===== config.mk =====
export PLATFORM = sky130hd
export DESIGN_NAME = branch_predictor
export DESIGN_NICKNAME = d
export VERILOG_FILES = /design/src/rtl/branch_predictor.sv
export SDC_FILE = /design/constraint.sdc
export NUM_CORES = 2
export LEC_CHECK = 0
export CAP_MARGIN = 20
export CORE_MARGIN = 2
export CORE_UTILIZATION = 23
export CTS_CLUSTER_DIAMETER = 80
export DETAILED_ROUTE_END_ITERATION = 6
export PLACE_DENSITY_LB_ADDON = 0.3
export SLEW_MARGIN = 40
export SYNTH_ARGS = -nofsm -noshare
export SYNTH_HDL_FRONTEND = slang
export SYNTH_SLANG_ARGS = --single-unit

===== constraint.sdc =====
create_clock -name CPU_CLK -period 6.3 [get_ports CPU_CLK]
set_input_delay 1.26 -clock CPU_CLK [delete_from_list [all_inputs] [get_ports CPU_CLK]]
set_output_delay 1.26 -clock CPU_CLK [all_outputs]
set_load 0.02 [all_outputs]

===== src/rtl/branch_predictor.sv =====
// branch_predictor: direct-mapped BTB with 2-bit counters; predicts in IF, resolves and trains in EX.
module branch_predictor #(
    parameter int INDEX_BITS = 4
) (
    input  logic        CPU_CLK,
    input  logic        CPU_RST,
    input  logic [31:0] PCF,
    output logic        PredTakenF,
    output logic [31:0] PredTargetF,
    input  logic        ValidE,
    input  logic [31:0] PCE,
    input  logic [2:0]  BranchTypeE,
    input  logic        BranchE,
    input  logic [31:0] BranchTargetE,
    input  logic        PredTakenE,
    input  logic [31:0] PredTargetE,
    output logic        MispredictE,
    output logic [31:0] CorrectPCE,
    output logic [31:0] BranchCnt,
    output logic [31:0] MissCnt
);
    localparam int N = 1 << INDEX_BITS;
    localparam int TW = 30 - INDEX_BITS;
    localparam logic [2:0] NOBRANCH = 3'd0;

    logic            valid  [N];
    logic [TW-1:0]   tag    [N];
    logic [31:0]     target [N];
    logic [1:0]      ctr    [N];

    logic [INDEX_BITS-1:0] fidx, eidx;
    logic hit_f, hit_e, is_br, upd;
    logic unused_pcf;

    assign unused_pcf  = ^PCF[1:0];
    assign fidx        = PCF[INDEX_BITS+1:2];
    assign eidx        = PCE[INDEX_BITS+1:2];
    assign hit_f       = valid[fidx] && tag[fidx] == PCF[31:INDEX_BITS+2];
    assign hit_e       = valid[eidx] && tag[eidx] == PCE[31:INDEX_BITS+2];
    assign PredTakenF  = hit_f && ctr[fidx][1];
    assign PredTargetF = PredTakenF ? target[fidx] : 32'd0;
    assign is_br       = BranchTypeE != NOBRANCH;
    assign upd         = ValidE && is_br;
    // Non-branches predicted taken are stale/aliased hits and must redirect too.
    assign MispredictE = ValidE && (is_br ? (BranchE != PredTakenE || (BranchE && PredTakenE && PredTargetE != BranchTargetE))
                                          : PredTakenE);
    assign CorrectPCE  = (is_br && BranchE) ? BranchTargetE : PCE + 32'd4;

    always_ff @(posedge CPU_CLK) begin
        if (CPU_RST) begin
            for (int i = 0; i < N; i++) begin
                valid[i]  <= 1'b0;
                tag[i]    <= '0;
                target[i] <= '0;
                ctr[i]    <= '0;
            end
            BranchCnt <= '0;
            MissCnt   <= '0;
        end else begin
            if (upd) begin
                BranchCnt <= BranchCnt + 32'd1;
                if (hit_e && BranchE) begin
                    ctr[eidx]    <= (ctr[eidx] == 2'd3) ? 2'd3 : ctr[eidx] + 2'd1;
                    target[eidx] <= BranchTargetE;
                end else if (hit_e) begin
                    ctr[eidx] <= (ctr[eidx] == 2'd0) ? 2'd0 : ctr[eidx] - 2'd1;
                end else if (BranchE) begin
                    valid[eidx]  <= 1'b1;
                    tag[eidx]    <= PCE[31:INDEX_BITS+2];
                    target[eidx] <= BranchTargetE;
                    ctr[eidx]    <= 2'b10;
                end
            end
            if (MispredictE)
                MissCnt <= MissCnt + 32'd1;
        end
    end
endmodule


==> run metrics <==
Total Wirelength=201000 um; post-route ant nets=0; hold_sp=valid[15]; total gr overflow=0; most frequent cells in the layout=edfxtp_1 (960), and2_1 (534), and3_1 (434), mux4_2 (372), clkdlybuf4s50_1 (219); largest net degree at the start of global routing=244; Worst Path Buf+Inv=8; register bit total from synthesis=1040; Port Buffer Count=263; Arr. time, crit path=4.92 ns; Setup TNS=0 ns; DR WL/cell=28.7 um; clk_lat worst skew=0.81 ns; CTS tree=built; Ys Warns=0; Final Wtd Congestion=0.837; critical path's largest stage delay=0.59 ns; Crit path required time=5.04 ns; Pwr per Cell Area=266 nW/um^2; worst vdd rail ir drop=0.239 mV; Tmin final=6.18 ns; Setup crit start kind=primary input; clock slew at reported path FFs=0.06 ns; Final Hold Viols=0; crit share post-route=0.981; delay-heaviest family, CP=buffers and inverters; fraction of layout cells with a size suffix above 1=0.219; status=completed; DRT Pass-1 Iters=6; vias post-DR=33900; Setup crit end kind=output port; first-pass GRT wire length=279000 um; FILL cells=23000; RR Startpoint=tag[8][3]; Worst Tran Pin Value=0.915 ns; crit path launch=PCF[2]; Top FF cell, synth=edfxtp_1; initial antenna violation count=29; Clock Skews=0.0735 ns; fmax=162 MHz; static leakage power=22.9 nW; Remaining DRCs=0; TritonCTS buffer count=121; num rows=175; Die Area=233000 um^2; Mapped Cells=3711; type of the worst min-delay path=reg2reg; HPWL after DPL=119000 um; Ports=266; dpl ws=-0.263 ns; Slew HR=0.384; crit path cell chain=buf_16, buf_16, buf_12, mux4_2, mux4_2, xor2_1, nor4_2, buf_4, nand4_1, buf_12, buf_4, inv_1, clkdlybuf4s50_1; Die Wd=483 um; Design Power=16.9 mW; Slowest-stage cell, CP=clkdlybuf4s50_1; area grow syn2layout=20.5%; syn nets=3854; crit path kind=in2out; register area share after synthesis=0.576; clk buf depth=3; Pins Over Slew Limit=0; post-DR vias/cell=4.84; starting density of the core=0.232; post-route setup slack=0.121 ns; fraction of registers with async set/reset=0; RSZ-0062 raised after global routing=false; crit path max fanout=27; commonest non-fill, non-tap cell in the layout=edfxtp_1; vias in the first global route=34400; H-tree depth=3; syn avg cell area=14.2 um^2; number of max-cap violations=0; CTS Hold Bufs=0; Final Setup Violations=0; Total GRT Usage=0.168; synthesized area=52800 um^2; Core ar.=228000 um^2; Post-synth EDFFs=960; post-CTS setup buffers=0; Synth cell types=60; Final nets=4041; Sink Count=1040; die height=483 um; CTS Root Cell=clkbuf_16; Initial DRC Count=3657
[power by group]
part	switching [mW]	total [mW]	internal, mW
Combinational	1.12	1.94	0.818
Sequential	0.128	8.00	7.87
Clock	3.05	7.01	3.96
Total	4.30	16.9	12.6
[worst paths after layout]
| check | to | slack, ns | cells past startpoint |
|---|---|---|---|
| max | PredTakenF | 0.12 | 13 |
| min | valid[15] | 0.49 | 1 |
| max reg2reg | tag[0][5] | 2.18 | 12 |
| min reg2reg | valid[15] | 0.49 | 1 |
[cell usage after synthesis, drive strengths merged, types with 13 or more instances]
library cell / n / area share
edfxtp: 960 / 0.55
and2: 534 / 0.063
and3: 449 / 0.053
mux4: 372 / 0.16
clkbuf: 324 / 0.023
nor2: 112 / 0.0080
mux2i: 88 / 0.017
xor2: 85 / 0.014
buf: 84 / 0.010
dfxtp: 80 / 0.030
xnor2: 79 / 0.013
nand2: 65 / 0.0046
a21oi: 51 / 0.0048
nor3: 51 / 0.0058
o21ai: 45 / 0.0043
nand3: 44 / 0.0042
nor2b: 44 / 0.0052
or2: 34 / 0.0040
nand4: 28 / 0.0033
a22oi: 27 / 0.0038
nor4: 22 / 0.0026
a21o: 17 / 0.0024
inv: 16 / 0.0011
mux2: 14 / 0.0030
or3: 13 / 0.0015
[layer usage]
| layer | track usage | wire length, um | vias to the layer above | part of all wire |
|---|---|---|---|---|
| met3 | 0.0264 | 11800 | 314 | 0.059 |
| met2 | 0.277 | 96400 | 1263 | 0.48 |
| met5 | 0 | 21 | - | 0.00010 |
| met1 | 0.219 | 84100 | 17900 | 0.42 |
| met4 | 0.0714 | 8940 | 4 | 0.044 |
| li1 | - | - | 14400 | - |
[final cells by class]
class / instances / area (um^2) / share of cell area
Clock buffer: 153 / 3200 / 0.0503
Timing Repair Buffer: 472 / 4760 / 0.0749
Inverter: 16 / 60.1 / 0.000944
Tap cell: 3009 / 3760 / 0.0592
Clock inverter: 69 / 699 / 0.0110
Antenna cell: 8 / 20.0 / 0.000315
Sequential cell: 1040 / 30400 / 0.478
Multi-Input combinational cell: 2247 / 20700 / 0.325
[through the flow]
stage                     cells   util  cell area (um^2)  hold WS (ns)
after floorplan            3711      -             52800         0.444
after global placement     6778  0.261             59500         0.461
after detailed placement   6779  0.261             59500         0.469
after CTS                  7002  0.279             63500         0.485
after global routing       7010  0.279             63600         0.507
final                      7014  0.279             63600         0.489
[what timing repair did]
| action | in CTS | in global routing |
|---|---|---|
| cloned | 1 | 1 |
| endpoints found under the setup margin | 26 | 25 |
| resized for setup | 3 | 3 |
| pin swaps | 1 | 0 |
[registers in the layout (all words and copies together), names as in the netlist]
name,cells
MissCnt,32
target,512
valid,16
BranchCnt,32
ctr,32
tag,416
[kinds of logic (layout without fill, tap and decap cells)]
family | count (synthesis) | after routing | synth area share
and+or+nand+nor | 1409 | 1409 | 0.158
DFF | 1040 | 1040 | 0.576
muxes | 474 | 474 | 0.179
buffers and inverters | 424 | 710 | 0.0345
AOI/OAI and AO/OA | 191 | 191 | 0.0237
xor gates and xnor gates | 164 | 164 | 0.0272
adders and majority gates | 9 | 9 | 0.00209
other | 0 | 8 | 0
Power figures use the tool's default switching activity.
